$ cat src/rtl/shared_reg_arbiter_amisha.sv
// shared_reg_arbiter_amisha
// Round-robin arbiter in front of a single shared WIDTH-bit register.
// At most one requester writes per cycle. A requester that wins while
// holding its lock keeps exclusive ownership until the lock drops.
module shared_reg_arbiter_amisha #(
    parameter int N_REQ = 4,
    parameter int WIDTH = 8
) (
    input  logic                     clk_amisha,
    input  logic                     rst_n_amisha,
    input  logic [N_REQ-1:0]         req_amisha,
    input  logic [N_REQ-1:0]         lock_amisha,
    input  logic [N_REQ*WIDTH-1:0]   d_amisha,
    output logic [WIDTH-1:0]         q_amisha,
    output logic [N_REQ-1:0]         gnt_amisha,
    output logic                     wr_ack_amisha,
    output logic                     busy_amisha,
    output logic [$clog2(N_REQ)-1:0] owner_amisha
);

    localparam int PW = $clog2(N_REQ);
    localparam logic [PW:0] NREQ_C = (PW+1)'(N_REQ);

    typedef enum logic [0:0] {
        ST_IDLE  = 1'b0,
        ST_OWNED = 1'b1
    } state_t;

    state_t            state_q;
    logic [PW-1:0]     ptr_q;
    logic [PW-1:0]     owner_q;
    logic [WIDTH-1:0]  q_q;
    logic [N_REQ-1:0]  gnt_q;
    logic              wr_ack_q;
    logic              busy_q;

    logic              found_d;
    logic [PW-1:0]     win_d;
    logic [PW:0]       idx_d;
    logic [WIDTH-1:0]  win_data_d;
    logic [WIDTH-1:0]  own_data_d;

    // Advance a requester index by one, wrapping at N_REQ.
    function automatic logic [PW-1:0] inc_mod(input logic [PW-1:0] v);
        logic [PW:0] s;
        s = {1'b0, v} + {{PW{1'b0}}, 1'b1};
        if (s >= NREQ_C) begin
            s = {(PW+1){1'b0}};
        end else begin
            s = s;
        end
        return s[PW-1:0];
    endfunction

    // One-hot decode of a requester index.
    function automatic logic [N_REQ-1:0] onehot(input logic [PW-1:0] v);
        logic [N_REQ-1:0] r;
        r = {N_REQ{1'b0}};
        r[v] = 1'b1;
        return r;
    endfunction

    // Round-robin search: first requester at or after the pointer, wrapping.
    always_comb begin
        found_d = 1'b0;
        win_d   = {PW{1'b0}};
        idx_d   = {(PW+1){1'b0}};
        for (int k = 0; k < N_REQ; k++) begin
            idx_d = {1'b0, ptr_q} + (PW+1)'(k);
            if (idx_d >= NREQ_C) begin
                idx_d = idx_d - NREQ_C;
            end else begin
                idx_d = idx_d;
            end
            if (!found_d && req_amisha[idx_d[PW-1:0]]) begin
                found_d = 1'b1;
                win_d   = idx_d[PW-1:0];
            end else begin
                found_d = found_d;
            end
        end
    end

    // Data slices of the arbitration winner and of the current owner.
    always_comb begin
        win_data_d = d_amisha[win_d*WIDTH +: WIDTH];
        own_data_d = d_amisha[owner_q*WIDTH +: WIDTH];
    end

    // Ownership FSM together with the shared register and its registered status.
    always_ff @(posedge clk_amisha or negedge rst_n_amisha) begin
        if (!rst_n_amisha) begin
            state_q  <= ST_IDLE;
            ptr_q    <= {PW{1'b0}};
            owner_q  <= {PW{1'b0}};
            q_q      <= {WIDTH{1'b0}};
            gnt_q    <= {N_REQ{1'b0}};
            wr_ack_q <= 1'b0;
            busy_q   <= 1'b0;
        end else begin
            gnt_q    <= {N_REQ{1'b0}};
            wr_ack_q <= 1'b0;
            case (state_q)
                ST_IDLE: begin
                    if (found_d) begin
                        q_q      <= win_data_d;
                        gnt_q    <= onehot(win_d);
                        wr_ack_q <= 1'b1;
                        owner_q  <= win_d;
                        if (lock_amisha[win_d]) begin
                            // Lock taken on the granting edge; pointer frozen.
                            state_q <= ST_OWNED;
                            busy_q  <= 1'b1;
                        end else begin
                            ptr_q <= inc_mod(win_d);
                        end
                    end else begin
                        ptr_q <= ptr_q;
                    end
                end
                ST_OWNED: begin
                    // Only the owner is served; everyone else waits.
                    if (req_amisha[owner_q]) begin
                        q_q      <= own_data_d;
                        gnt_q    <= onehot(owner_q);
                        wr_ack_q <= 1'b1;
                    end else begin
                        q_q <= q_q;
                    end
                    if (!lock_amisha[owner_q]) begin
                        state_q <= ST_IDLE;
                        busy_q  <= 1'b0;
                        ptr_q   <= inc_mod(owner_q);
                    end else begin
                        busy_q <= 1'b1;
                    end
                end
                default: begin
                    state_q <= ST_IDLE;
                    busy_q  <= 1'b0;
                end
            endcase
        end
    end

    assign q_amisha      = q_q;
    assign gnt_amisha    = gnt_q;
    assign wr_ack_amisha = wr_ack_q;
    assign busy_amisha   = busy_q;
    assign owner_amisha  = owner_q;

endmodule
$ cat config.mk
export PLATFORM = sky130hd
export DESIGN_NAME = shared_reg_arbiter_amisha
export DESIGN_NICKNAME = d
export VERILOG_FILES = /design/src/rtl/shared_reg_arbiter_amisha.sv
export SDC_FILE = /design/constraint.sdc
export NUM_CORES = 1
export LEC_CHECK = 0
export CELL_PAD_IN_SITES_DETAIL_PLACEMENT = 0
export CELL_PAD_IN_SITES_GLOBAL_PLACEMENT = 1
export CORE_UTILIZATION = 31
export DETAILED_ROUTE_END_ITERATION = 8
export GPL_TIMING_DRIVEN = 1
export PLACE_DENSITY_LB_ADDON = 0.15
export SYNTH_ARGS = -nofsm -noshare
export SYNTH_HDL_FRONTEND = slang
export SYNTH_SLANG_ARGS = --single-unit
$ cat constraint.sdc
create_clock -name clk_amisha -period 4 [get_ports clk_amisha]
set_clock_uncertainty 0.15 [all_clocks]
set_input_delay 0.4 -clock clk_amisha [delete_from_list [all_inputs] [get_ports clk_amisha]]
set_output_delay 0.4 -clock clk_amisha [all_outputs]
set_load 0.02 [all_outputs]
### Yosys cells after proc, flatten, opt, wreduce, memory -nomap -nowiden

Cells that the tools add are included.

* order comparisons: 14
* reduce and logical (&&, ||, !) cells: 12
* add/subtract/negate cells: 9
* mux-type cells: 52
* bitwise logic cells: 1
* equal/unequal tests: 5
* shift operators: 2

Operators by type and width (count)
* variable part select 32 x 6 -> 8 bit: 2
* 2-to-1 mux 2 bit: 13
* 2-to-1 mux 1 bit: 20
* < comparator 2 x 3 -> 1 bit, second input constant: 6
* 2-to-1 mux 8 bit: 2
* case mux 8 bit (2 select lines): 1
* greater-or-equal comparator 3 bit, second input constant: 5
* binary-select mux 1 bit (select 2 bit): 7
* adder 2 x 1 -> 3 bit, second input constant: 3
* 2-to-1 mux 4 bit: 2
* inequality test 2 bit, second input constant: 4
* case mux 4 bit (2 select lines): 1
* subtractor 2 x 1 -> 2 bit, second input constant: 4
* adder 2 x 2 -> 3 bit, second input constant: 2
* case mux 1 bit (2 select lines): 3
* AND reduction 2 bit: 3
* logical AND 1 bit: 5
* demux 1 bit (select 2 bit): 2
* greater-or-equal comparator 2 x 1 -> 1 bit, second input constant: 2
* case mux 2 bit (2 select lines): 1
* greater-or-equal comparator 2 x 3 -> 1 bit, second input constant: 1
* logical NOT 1 bit: 3
* AND reduction 3 bit: 1
* inequality test 2 x 1 -> 1 bit, second input constant: 1
* inverter 1 bit: 1

* output and inout port bits: 16
* bits in registers: 19

### Logic depth before layout (Yosys ltp)

* depth after elaboration: 20
* depth in mapped cells: 8
* mapped depth without buffers: 7

### Worst setup path after synthesis

OpenSTA, ideal clock, no wires.

* path type: reg-to-reg
* start point: reg ptr_q[1]
* end point: reg ptr_q[1]
* stages on the path, launching flop included: 8
* arrival time: 2.031 ns
* slack: 1.691 ns
* required time: 3.723 ns
* setup time: 0.127 ns
* cells stage by stage: dfrtp_1 > o211a_1 > buf_6 > nor2_4 > buf_1 > ha_1 > mux2_2 > mux2_1

* word-level cells in the longest chain between the ends: 20
* elaborated cells on any way between the ends: 48
* those cells by class: 8 x add/sub; 5 x order compare; 2 x eq/ne; 26 x mux; 7 x reduce/logical

Ends and longest elaborated chain
* from (decl): line 30 `logic [PW-1:0] ptr_q;`
* from (signal assigned): line 94 `ptr_q <= {PW{1'b0}};`
* from (signal assigned): line 115 `ptr_q <= inc_mod(win_d);`
* from (signal assigned): line 118 `ptr_q <= ptr_q;`
* branches (longest 13 deep; another with adder 2 x 1 -> 3 bit)
* 2-to-1 mux 2 bit (*): line 75 `if (!found_d && req_amisha[idx_d[PW-1:0]]) begin`
* net win_d[0]: line 38 `logic [PW-1:0] win_d;`
* adder 2 x 1 -> 3 bit: line 46 `s = {1'b0, v} + {{PW{1'b0}}, 1'b1};`
* greater-or-equal comparator 3 bit: line 47 `if (s >= NREQ_C) begin`
* 2-to-1 mux 2 bit: line 47
* 2-to-1 mux 2 bit: line 110 `if (lock_amisha[win_d]) begin`
* 2-to-1 mux 2 bit: line 105 `if (found_d) begin`
* case mux 2 bit (2 select lines): line 103 `case (state_q)`

Mark *: on every way through the listed nets, which the timed path passes. The select of a mux whose other input is x is not followed.
A chain may end at the register's enable or synchronous reset.

### Final worst setup path

* start point: in req_amisha[1]
* end point: reg ptr_q[0]

* word-level cells in the longest chain between the ends: 18
* elaborated cells on any way between the ends: 33
* those cells by class: 1 x add/sub; 1 x order compare; 2 x eq/ne; 22 x mux; 7 x reduce/logical

Ends and longest elaborated chain
* from (decl): line 11 `input logic [N_REQ-1:0] req_amisha,`
* binary-select mux 1 bit (select 2 bit): line 75
* 2-to-1 mux 1 bit (implied by the code): line 75
* 2-to-1 mux 1 bit: line 75
* logical NOT 1 bit: line 75
* logical AND 1 bit: line 75
* 2-to-1 mux 1 bit: line 75
* logical NOT 1 bit: line 75
* logical AND 1 bit: line 75
* [... 2 more ...]
* logical AND 1 bit: line 75
* 2-to-1 mux 2 bit: line 75
* adder 2 x 1 -> 3 bit: line 46
* greater-or-equal comparator 3 bit: line 47
* 2-to-1 mux 2 bit: line 47
* 2-to-1 mux 2 bit: line 110
* 2-to-1 mux 2 bit: line 105
* case mux 2 bit (2 select lines): line 103
* to (signal assigned): line 115
* to (signal assigned): line 118
* to (signal assigned): line 133 `ptr_q <= inc_mod(owner_q);`

Parallel ways exist; a longest one is shown, timed or not. The select of a mux whose other input is x is not followed.

==> results.cfg <==
[synth]
synth-xor-area-share_pct = 0
synth_area_sq_mm = 0.001578
synth-simple-area-share_pct = 17.76
yosys.area.top_type_share_pct = 30.13
synthTopCellsByCount = dfrtp_1, nand2_1, o21ai_0
ys_seq_area_share_pct = 30.13
synthDistinctLibCells = 45
yosysMostFrequentCell = dfrtp_1
synth_top_area_cell = dfrtp_1
synthTopCellsByArea = dfrtp_1, ha_1, o21ai_0, nand2_1, a22o_1
yosysWarnings = 0
synthAdderAreaFrac_pct = 7.137
synth_edf_count = 0
muxShareOfSynthArea_pct = 5.630
synth-compound-area-share_pct = 32.99
ys_ff_latch = 19
synthCells = 185
syn_nets = 236
syn-mean-instance-area_sq_um = 8.528
async_flop_share_pct = 100.0
synthFlopType = dfrtp_1
synth_top_family_by_area = compound AO/OA/AOI/OAI gates

[drt]
wl_per_cell_um = 14.17
wl_met2_um = 1959
drt_iter0_markers = 77
final_antenna_net_count = 0
num_vias = 1627
top_layer_used = met4
drt_wl_total_um = 4337
route.detailed.drc = 0
wl_met1_um = 2181
via_per_inst = 5.317
first_pass_iters = 4
wl_met3_um = 152

[timing]
grt_setup_unrepaired = false
relSlewSlack_pct = 42.85
holdWs_ns = 0.3268
hold_viol_final = 0
drv_slew = 0
period_share_pct = 68.45
timing.setup.tns_ns = 0
setup_viol = 0
period_needed_ns = 2.738
tightest_slew_ns = 0.8545
fmax_ghz = 0.3652
fin_ws_ns = 1.262

[global_routing]
grt_first_pass_wirelength_um = 7327
grt_usage_pct = 17.68
grt_pass1_vias = 1518
grt_max_degree = 31
grt_antenna_before_repair = 0
overflow = 0

[setup_path]
required_ns = 4.00
worstPathArrival_ns = 2.74
critPathMaxFanout = 16
critPathTopFamily = compound AO/OA/AOI/OAI gates
r2r-start = owner_amisha[0]
critical_path_class = in2reg
critPathBufInv = 3
cpPeakStageDelay_ns = 0.51
crit_path_start = req_amisha[1]
cp-end-kind = flip-flop
cp-start-kind = input pin
slowest_stage = clkdlybuf4s50_1
crit_chain = clkdlybuf4s50_1, inv_1, o211a_1, nor2_4, inv_2, a211oi_1, a221o_1, mux2_1

[die]
die_width_um = 73.34
core_sq_mm = 0.004817
rows = 25
ios = 58
start_util_pct = 32.75
die_h_um = 73.34
dieArea_sq_mm = 0.005379

[cts]
clock-sinks = 19
cts_root_buf = clkbuf_8
tritoncts = done
cts_made_buffers = 3
hold_buffers = 0
h-tree-depth = 1
clock_path_buffers = 2
worst_skew_pair.late_latency_ns = 0.26
cts_setup_buffers = 0
path_clk_slew_ns = 0.08
ctsResizeCount = 0

[power_and_ir_drop]
finalPower_mw = 1.620
power.leakage_nw = 0.9030
p_per_area_mw_per_mm2 = 720.2
peakVddDrop_mv = 0.3317

[finish]
fin_nets = 291
area_growth_pct = 42.59
diodes = 0
stdcell_count = 306
final_cell_area_sq_mm = 0.002250
drive_above_1_share_pct = 8.368
final_core_util_pct = 46.70

[place]
placed_cells = 302
dpl_cell_area_sq_mm = 0.002203
place_ws_ns = 0.9846
gp_congestion = 0.8248
hpwl_um = 3388
io_buffer_count = 57

[run]
maxCapViolations = 0

[min_path]
hp-class = reg2reg
min-delay-start = q_amisha[5]

[status]
outcome = finished, final reports clean
==> registers in the layout (all words and copies together) (netlist names) <==
register,count
busy_amisha,1
gnt_amisha,4
owner_amisha,2
ptr_q,2
q_amisha,8
state_q,1
wr_ack_amisha,1
==> routing by layer <==
metal / up-vias / GRT usage (%)
li1: 810 / -
met4: 0 / 5.128
met3: 4 / 2.469
met5: - / 0
met1: 770 / 24.52
met2: 43 / 28.60
==> tightest hold or removal path, stage by stage (launching register included) <==
cell	delay, ns
dfrtp_1	0.34
nand2_1	0.04
o21ai_0	0.06
==> power by group <==
part | total (mW) | switching (mW) | internal, mW
clock | 0.137 | 0.0673 | 0.0694
sequential | 0.392 | 0.102 | 0.290
combinational | 1.09 | 0.603 | 0.488
total | 1.62 | 0.773 | 0.847
==> final timing paths <==
| path | slack, ns | depth (start not counted) | end |
|---|---|---|---|
| max | 1.26 | 8 | ptr_q[0] |
| min | 0.33 | 2 | q_amisha[5] |
| max reg2reg | 1.45 | 6 | q_amisha[6] |
| min reg2reg | 0.33 | 2 | q_amisha[5] |
| max in group asynchronous | 2.69 | 1 | owner_amisha[1] |
| min in group asynchronous | 0.47 | 1 | q_amisha[6] |
==> area by class of cell <==
| class | count | area (sq um) |
|---|---|---|
| fill | 499 | 2567 |
| multi-input combinational | 142 | 1002 |
| clock inverter | 1 | 5.005 |
| sequential | 19 | 475.5 |
| inverter | 15 | 56.30 |
| tap | 67 | 83.83 |
| clock buffer | 3 | 41.29 |
| timing repair buffer | 59 | 585.6 |
==> cell usage in the layout (no fill, tap or decap), drive strengths merged, types with 3 or more instances in the layout <==
master,netlist,routed
a2111oi,5,5
ha,9,9
dfrtp,19,19
a21oi,6,6
mux2,3,3
a211oi,4,4
inv,14,14
nand2,18,18
nand4,3,3
nor2,12,12
nor4,6,6
clkdlybuf4s50,0,57
a22oi,3,3
a41oi,5,5
o21ai,20,20
o2bb2ai,3,3
or3,5,5
clkbuf,5,3
or2,6,6
a22o,7,7
o211ai,6,6
o21a,4,4
==> cells by family (layout without fill, tap and decap cells) <==
group | after synthesis | in the layout
compound gates | 72 | 72
mux | 6 | 6
flops | 19 | 19
fa+ha+maj | 9 | 9
buf+inv | 24 | 78
simple gates | 55 | 55
Power figures use the tool's default switching activity.
